**src/rtl/bram_arbiter_if.sv**
```systemverilog
// -----------------------------------------------------------------------------
// bram_arbiter_if
// Bundles the two requester handshakes and the shared-BRAM request side of
// bram_arbiter.
//   a_valid/b_valid   requester valid
//   a_ready/b_ready   single-cycle completion pulse
//   a_addr/b_addr     word address (WIDTH bits)
//   a_wdata/b_wdata   write data
//   a_wmask/b_wmask   byte-write mask, 0000 = read
//   a_rdata/b_rdata   read data, valid with ready
//   bram_addr/wdata/wmask  request presented to the BRAM
//   bram_rdata        BRAM registered read data
//   owner             0 = A, 1 = B, requester of the transaction in flight
// Modports: slave = arbiter view, master = environment (requesters + BRAM).
// -----------------------------------------------------------------------------
interface bram_arbiter_if #(
   parameter int WIDTH = 8
);
   logic             a_valid;
   logic             a_ready;
   logic [WIDTH-1:0] a_addr;
   logic [31:0]      a_wdata;
   logic [3:0]       a_wmask;
   logic [31:0]      a_rdata;

   logic             b_valid;
   logic             b_ready;
   logic [WIDTH-1:0] b_addr;
   logic [31:0]      b_wdata;
   logic [3:0]       b_wmask;
   logic [31:0]      b_rdata;

   logic [WIDTH-1:0] bram_addr;
   logic [31:0]      bram_wdata;
   logic [3:0]       bram_wmask;
   logic [31:0]      bram_rdata;

   logic             owner;

   modport slave (
      input  a_valid, a_addr, a_wdata, a_wmask,
      input  b_valid, b_addr, b_wdata, b_wmask,
      input  bram_rdata,
      output a_ready, a_rdata, b_ready, b_rdata,
      output bram_addr, bram_wdata, bram_wmask, owner
   );

   modport master (
      output a_valid, a_addr, a_wdata, a_wmask,
      output b_valid, b_addr, b_wdata, b_wmask,
      output bram_rdata,
      input  a_ready, a_rdata, b_ready, b_rdata,
      input  bram_addr, bram_wdata, bram_wmask, owner
   );
endinterface

```
**src/rtl/bram_arbiter.sv**
```systemverilog
// -----------------------------------------------------------------------------
// bram_arbiter
// Two-requester arbiter in front of a single-port BRAM with registered read
// data. Each transaction takes three cycles: IDLE (sample + capture request),
// ISSUE (request held on the BRAM pins, BRAM samples at the end), RESP (owner
// sees ready and rdata straight from the BRAM output).
// Ports:
//   clk    clock, rising edge
//   reset  synchronous, active high
//   bus    bram_arbiter_if.slave (requesters A/B, BRAM side, owner)
// Build option:
//   BRAM_ARBITER_FIXED_PRIO_EN  defined -> A always wins ties
//                               undefined -> round-robin on ties
// -----------------------------------------------------------------------------
module bram_arbiter #(
   parameter int WIDTH = 8
) (
   input  logic           clk,
   input  logic           reset,
   bram_arbiter_if.slave  bus
);

   typedef enum logic [1:0] {IDLE, ISSUE, RESP} state_t;

   state_t           r_state;
   state_t           w_next;
   logic [WIDTH-1:0] r_addr;
   logic [31:0]      r_wdata;
   logic [3:0]       r_wmask;
   logic             r_owner;
   logic             w_req;
   logic             w_sel_b;
   logic             w_a_ready;
   logic             w_b_ready;
   logic [31:0]      w_a_rdata;
   logic [31:0]      w_b_rdata;

   assign w_req = bus.a_valid | bus.b_valid;

`ifdef BRAM_ARBITER_FIXED_PRIO_EN
   // B only wins when A is not asking.
   assign w_sel_b = bus.b_valid & ~bus.a_valid;
`else
   // On a tie, serve whoever was not served last.
   logic r_last_b;
   assign w_sel_b = bus.b_valid & (~bus.a_valid | ~r_last_b);
`endif

   // State and captured request. Only the IDLE sample is ever registered, so
   // requester changes after that point have no effect.
   always_ff @(posedge clk) begin
      if (reset) begin
         r_state <= IDLE;
         r_addr  <= '0;
         r_wdata <= '0;
         r_wmask <= '0;
         r_owner <= 1'b0;
`ifndef BRAM_ARBITER_FIXED_PRIO_EN
         r_last_b <= 1'b1;
`endif
      end else begin
         r_state <= w_next;
         if (r_state == IDLE && w_req) begin
            r_addr  <= w_sel_b ? bus.b_addr  : bus.a_addr;
            r_wdata <= w_sel_b ? bus.b_wdata : bus.a_wdata;
            r_wmask <= w_sel_b ? bus.b_wmask : bus.a_wmask;
            r_owner <= w_sel_b;
`ifndef BRAM_ARBITER_FIXED_PRIO_EN
            r_last_b <= w_sel_b;
`endif
         end
         // Write strobe lives only in ISSUE so each write lands once.
         if (r_state == ISSUE) r_wmask <= '0;
      end
   end

   always_comb begin
      w_next    = r_state;
      w_a_ready = 1'b0;
      w_b_ready = 1'b0;
      w_a_rdata = '0;
      w_b_rdata = '0;
      case (r_state)
         IDLE:  if (w_req) w_next = ISSUE;
         ISSUE: w_next = RESP;
         RESP: begin
            w_next = IDLE;
            if (r_owner) begin
               w_b_ready = 1'b1;
               w_b_rdata = bus.bram_rdata;
            end else begin
               w_a_ready = 1'b1;
               w_a_rdata = bus.bram_rdata;
            end
         end
         default: w_next = IDLE;
      endcase
   end

   assign bus.bram_addr  = r_addr;
   assign bus.bram_wdata = r_wdata;
   assign bus.bram_wmask = r_wmask;
   assign bus.owner      = r_owner;
   assign bus.a_ready    = w_a_ready;
   assign bus.b_ready    = w_b_ready;
   assign bus.a_rdata    = w_a_rdata;
   assign bus.b_rdata    = w_b_rdata;

endmodule
```
**src/flat_wrapper.sv**
```systemverilog
// flat-port wrapper written by rule: the top's interface ports become plain ports
module bram_arbiter_flat 
#(
   parameter int WIDTH = 8
)
  (clk, reset, bus_a_valid, bus_a_addr, bus_a_wdata, bus_a_wmask, bus_b_valid, bus_b_addr, bus_b_wdata, bus_b_wmask, bus_bram_rdata, bus_a_ready, bus_a_rdata, bus_b_ready, bus_b_rdata, bus_bram_addr, bus_bram_wdata, bus_bram_wmask, bus_owner);
  bram_arbiter_if #(.WIDTH(WIDTH)) bus_i ();
  input  logic clk;
  input  logic reset;
  input wire logic [$bits(bus_i.a_valid)-1:0] bus_a_valid;
  input wire logic [$bits(bus_i.a_addr)-1:0] bus_a_addr;
  input wire logic [$bits(bus_i.a_wdata)-1:0] bus_a_wdata;
  input wire logic [$bits(bus_i.a_wmask)-1:0] bus_a_wmask;
  input wire logic [$bits(bus_i.b_valid)-1:0] bus_b_valid;
  input wire logic [$bits(bus_i.b_addr)-1:0] bus_b_addr;
  input wire logic [$bits(bus_i.b_wdata)-1:0] bus_b_wdata;
  input wire logic [$bits(bus_i.b_wmask)-1:0] bus_b_wmask;
  input wire logic [$bits(bus_i.bram_rdata)-1:0] bus_bram_rdata;
  output wire logic [$bits(bus_i.a_ready)-1:0] bus_a_ready;
  output wire logic [$bits(bus_i.a_rdata)-1:0] bus_a_rdata;
  output wire logic [$bits(bus_i.b_ready)-1:0] bus_b_ready;
  output wire logic [$bits(bus_i.b_rdata)-1:0] bus_b_rdata;
  output wire logic [$bits(bus_i.bram_addr)-1:0] bus_bram_addr;
  output wire logic [$bits(bus_i.bram_wdata)-1:0] bus_bram_wdata;
  output wire logic [$bits(bus_i.bram_wmask)-1:0] bus_bram_wmask;
  output wire logic [$bits(bus_i.owner)-1:0] bus_owner;
  assign bus_i.a_valid = bus_a_valid;
  assign bus_i.a_addr = bus_a_addr;
  assign bus_i.a_wdata = bus_a_wdata;
  assign bus_i.a_wmask = bus_a_wmask;
  assign bus_i.b_valid = bus_b_valid;
  assign bus_i.b_addr = bus_b_addr;
  assign bus_i.b_wdata = bus_b_wdata;
  assign bus_i.b_wmask = bus_b_wmask;
  assign bus_i.bram_rdata = bus_bram_rdata;
  assign bus_a_ready = bus_i.a_ready;
  assign bus_a_rdata = bus_i.a_rdata;
  assign bus_b_ready = bus_i.b_ready;
  assign bus_b_rdata = bus_i.b_rdata;
  assign bus_bram_addr = bus_i.bram_addr;
  assign bus_bram_wdata = bus_i.bram_wdata;
  assign bus_bram_wmask = bus_i.bram_wmask;
  assign bus_owner = bus_i.owner;
  bram_arbiter #(.WIDTH(WIDTH)) u_core (.clk(clk), .reset(reset), .bus(bus_i));
endmodule
```
**config.mk**
```make
export PLATFORM = sky130hd
export DESIGN_NAME = bram_arbiter_flat
export DESIGN_NICKNAME = d
export VERILOG_FILES = /design/src/rtl/bram_arbiter_if.sv /design/src/rtl/bram_arbiter.sv /design/src/flat_wrapper.sv
export SDC_FILE = /design/constraint.sdc
export NUM_CORES = 1
export LEC_CHECK = 0
export CAP_MARGIN = 20
export CORE_AREA = 5 5 88 90
export DETAILED_ROUTE_END_ITERATION = 10
export DIE_AREA = 0 0 93 95
export DONT_BUFFER_PORTS = 1
export SLEW_MARGIN = 20
export SYNTH_ARGS = -nofsm -noshare
export SYNTH_HDL_FRONTEND = slang
export SYNTH_SLANG_ARGS = --single-unit
```
**constraint.sdc**
```tcl
create_clock -name clk -period 2.7 [get_ports clk]
set_clock_uncertainty 0.05 [all_clocks]
set_input_delay 0.54 -clock clk [delete_from_list [all_inputs] [get_ports clk]]
set_output_delay 0.54 -clock clk [all_outputs]
set_load 0.02 [all_outputs]
```
### After elaboration in Yosys (flattened, before gate mapping)

Index checks and enable logic that the tools add are counted.

* logic and storage cells: 30
* bits in registers: 48
* output and inout port bits: 111
* bits of input ports: 124

* multiplexer cells: 13
* reductions and logical operators: 3
* bitwise operators: 5
* equality and inequality tests: 3

Operators by type and width (number)
* two-way mux 32 bit: 5
* two-way mux 8 bit: 1
* two-way mux 1 bit: 4
* two-way mux 4 bit: 1
* case mux 2 bit (2 select lines): 1
* equality test 2 x 1 -> 1 bit (second input constant): 1
* equality test 2 bit (second input constant): 1
* logical NOT 2 bit: 1
* two-way mux 2 bit: 1
* != test 2 x 1 -> 1 bit (second input constant): 1
* NOT 1 bit: 2
* OR 1 bit: 2
* OR reduction 2 bit: 1
* AND 1 bit: 1
* logical AND 1 bit: 1

### Logic depth before layout (Yosys ltp)

Gate-level depths: netlist of the first run.

* depth after elaboration: 4
* depth in mapped cells: 6
* gate-level depth less buffers: 3

### Least setup slack after synthesis of the first run

No wires, ideal clock.

* path type: reg2out
* from: register u_core.r_owner (netlist: u_core.bus.owner)
* to: output bus_a_rdata[22]
* required time: 2110 ps
* buffers on the path: 1
* slack: 675 ps
* arrival: 1435 ps
* cell stages (with the launch flop): 4
* cells stage by stage: dfxtp_1 -> nor3b_1 -> clkbuf_1 -> and2_1

* longest elaborated chain between the ends: 2

Ends and longest elaborated chain
* from (decl): RTL line bram_arbiter.sv:30 `logic r_owner;`
* from (signal assigned): RTL line bram_arbiter.sv:67 `r_owner <= w_sel_b;`
* two-way mux 32 bit: RTL line bram_arbiter.sv:88 `if (r_owner) begin`
* two-way mux 32 bit: RTL line bram_arbiter.sv:83 `case (r_state)`
* to (decl): RTL line flat_wrapper.sv:20 `output wire logic [$bits(bus_i.a_rdata)-1:0] bus_a_rdata;`

Every way passes these cells.

### Worst setup path after layout of the first run

* from: register u_core.r_owner (netlist: u_core.bus.owner)
* to: output bus_b_rdata[24]

* longest elaborated chain between the ends: 2

Ends and longest elaborated chain
* two-way mux 32 bit: RTL line bram_arbiter.sv:88
* two-way mux 32 bit: RTL line bram_arbiter.sv:83
* to (decl): RTL line flat_wrapper.sv:22 `output wire logic [$bits(bus_i.b_rdata)-1:0] bus_b_rdata;`

Every way passes these cells.

==> results.yml, run 1 <==
synth:
  yosys_warnings: 0
  synth_top_area_share_pct: 33.8
  synthDistinctLibCells: 20
  synth_area_leaders: "dfxtp_1, a311oi_2, and2_1"
  syn_area_um2: 2840
  synth_top_cell_by_area: "dfxtp_1"
  synthTopCellsByCount: "nand2_1, and2_1, dfxtp_1"
  yosysSeqAreaShare_pct: 33.8
  synthFlopType: "dfxtp_1"
  syn_inst: 340
  synth_nets: 464
  async_flop_share_pct: 0
  synth_edf_count: 0
  yosysMostFrequentCell: "nand2_1"
  ys_ff_latch: 48
  syn_avg_cell_area_um2: 8.36
floorplan:
  ioPinCount: 235
  num_rows: 31
  dieWidth_um: 93
  start_util_pct: 40.7
  die_height_um: 95
  die_area_um2: 8840
  core_um2: 6980
setup_path:
  slowest_stage: "and3b_1"
  crit_path_max_fanout: 33
  critPathCapture: "bus_b_rdata[24]"
  r2r_slack_ns: 0.85
  worstPathRequired_ns: 2.11
  slowest_delay_ns: 0.69
  timing.rr.start: "u_core.r_state[1]"
  crit_type: "flip-flop to primary output"
  worstPathArrival_ns: 1.83
  startpoint: "u_core.bus.owner"
  endpoint_kind: "primary output"
  r2r-end: "u_core.bus.bram_addr[6]"
  path_cells: "and3b_1, and2_1"
  startpoint_type: "flip-flop"
  reg2reg_depth: 4
pwr:
  vdd_drop_max_v: 0.000299
  p_leak_uw: 0.00108
  p_int_uw: 1150
  p_sw_share_pct: 35.5
  clock_power_share_pct: 25.1
  power.density_nw_per_um2: 606
  p_seq_share_pct: 53.3
  combPwrFrac_pct: 21.6
  p_sw_uw: 632
sta:
  fin_crit_sh_pct: 89.6
  maxSlewViolCount: 0
  fin_tns_setup_ns: 0
  min_period_ns: 2.42
  setup_viol: 0
  slew_headroom_pct: 51.2
  hold_violations: 0
  rsz0062_at_grt: "no"
  tightest_slew_ns: 0.733
  hold_slack_ns: 0.252
  max_freq_ghz: 0.413
flow_run:
  drv_cap: 0
drt:
  drc_errors: 0
  routed_wl_um: 8570
  avgViaCountPerCell: 6.12
  post_drt_wl_per_cell_um: 21.3
  dr_total_vias: 2459
  dr.pass1.iters: 4
  postRouteAntennaNets: 0
  drtIter0Drc: 170
status:
  status: "finished clean"
layout:
  antenna_cells: 0
  layout.cells.non_filler: 402
  nFillCells: 692
  drive_above_1_share_pct: 18.4
  register_area_um2: 961
  area_delta_synth_final_pct: 3.26
  final_nets: 443
  multi_input_area_um2: 1720
global_route:
  grt_pass1_wl_um: 12300
  grt_pass1_vias: 2289
  grt_overflow: 0
  grt.total_usage_pct: 17.7
  antenna_found_initial: 0
  grt_max_degree: 46
clock_tree:
  clkTransAtPathRegs_ns: 0.09
  numCtsBuffers: 5
  cts_buffer_depth: 2
  clk_latency_ns: 0.29
  h-tree-depth: 2
  cts_tree: "done"
  postCtsHoldBufs: 0
  post_cts_buffers: 0
  root_buffer: "clkbuf_8"
  cts_resized: 0
  cts.sinks: 48
placement:
  hpwl_um: 6470
  portBuffers: 0
  gp_congestion: 0.707
  placed_cells: 394
worst_hold_path:
  hp-class: "input pin to flip-flop"
  hold_depth: 1
cell usage in the layout (no fill, tap or decap), drive strengths merged:
cell type	Yosys	layout
nand2	90	90
and2	65	65
dfxtp	48	48
a21oi	45	45
a311oi	44	44
clkbuf	24	8
buf	11	7
a21bo	2	2
nor2b	2	2
nand2b	2	2
nor2	2	2
and3b	1	1
nor3b	1	1
or2	1	1
a21boi	1	1
a221o	1	1
per-layer routing:
layer / part of all wire, % / GRT usage, % / vias to the layer above
met2: 52 / 32.6 / 147
li1: - / - / 1139
met3: 11 / 6.53 / 10
met1: 36 / 19.1 / 1163
met5: 0 / 0 / -
met4: 1.2 / 4.40 / 0
area by class of cell:
type | count | area share, %
multi-input cells | 257 | 58.5
flip-flops and latches | 48 | 32.7
well taps | 82 | 3.49
clock buffers | 8 | 3.07
repair buffers | 7 | 2.22
how the worst min path moves through the flow:
stage	endpoint	from	slack (ns)
global route	u_core.bus.bram_wdata[22]	reset	0.23
detailed placement	u_core.bus.bram_wdata[9]	u_core.bus.bram_wdata[9]	0.55
finish	u_core.bus.bram_wdata[21]	reset	0.25
floorplan	u_core.r_state[1]	u_core.r_state[0]	0.42
global placement	u_core.r_last_b	u_core.r_last_b	0.53
CTS	u_core.bus.bram_wdata[20]	reset	0.24
worst max-delay path, delay by kind of cell, from the launching register on:
| family | cells | cell delay, ns |
|---|---|---|
| DFF | 1 | 0.49 |
| and+or+nand+nor | 2 | 1.04 |
flip-flops by register name, summed over array words and instances, names as in the netlist:
register / cells
u_core.bus.bram_wdata: 32
u_core.bus.bram_wmask: 4
u_core.r_state: 2
u_core.r_last_b: 1
u_core.bus.owner: 1
u_core.bus.bram_addr: 8
power groups by stage:
stage | Combinational, µW | Clock (µW) | Sequential [µW]
CTS | 388 | 455 | 952
detailed placement | 390 | 0 | 967
floorplan | 365 | 0 | 943
finish | 385 | 446 | 949
global placement | 380 | 0 | 968
global route | 424 | 488 | 959
metrics by stage:
stage	power [µW]	utilization, %	setup slack [ns]	cell area (µm²)
after floorplan	1310	-	0.675	2840
after global placement	1350	40.8	0.656	2850
after detailed placement	1360	40.8	0.611	2850
after CTS	1790	42.1	0.275	2940
after global routing	1870	42.1	0.127	2940
final	1780	42.1	0.281	2940
cells by family after synthesis:
| logic type | Yosys count | share of synthesized area, % |
|---|---|---|
| compound gates | 93 | 31.5 |
| simple gates | 164 | 28.2 |
| flops | 48 | 33.8 |
| buf+inv | 35 | 6.51 |
No activity file was read; power rests on OpenSTA's default activity.
==> inputs of run 2 (changes only) <==
- SKIP_LAST_GASP: default -> 1
==> results of run 2 <==
No change in the layout: final DEF, timing and power equal those of run 1.
==> inputs of run 3 (changes only) <==
- CAP_MARGIN: 20 -> 0
==> results of run 3 <==
No change in the layout: final DEF, timing and power equal those of run 1.
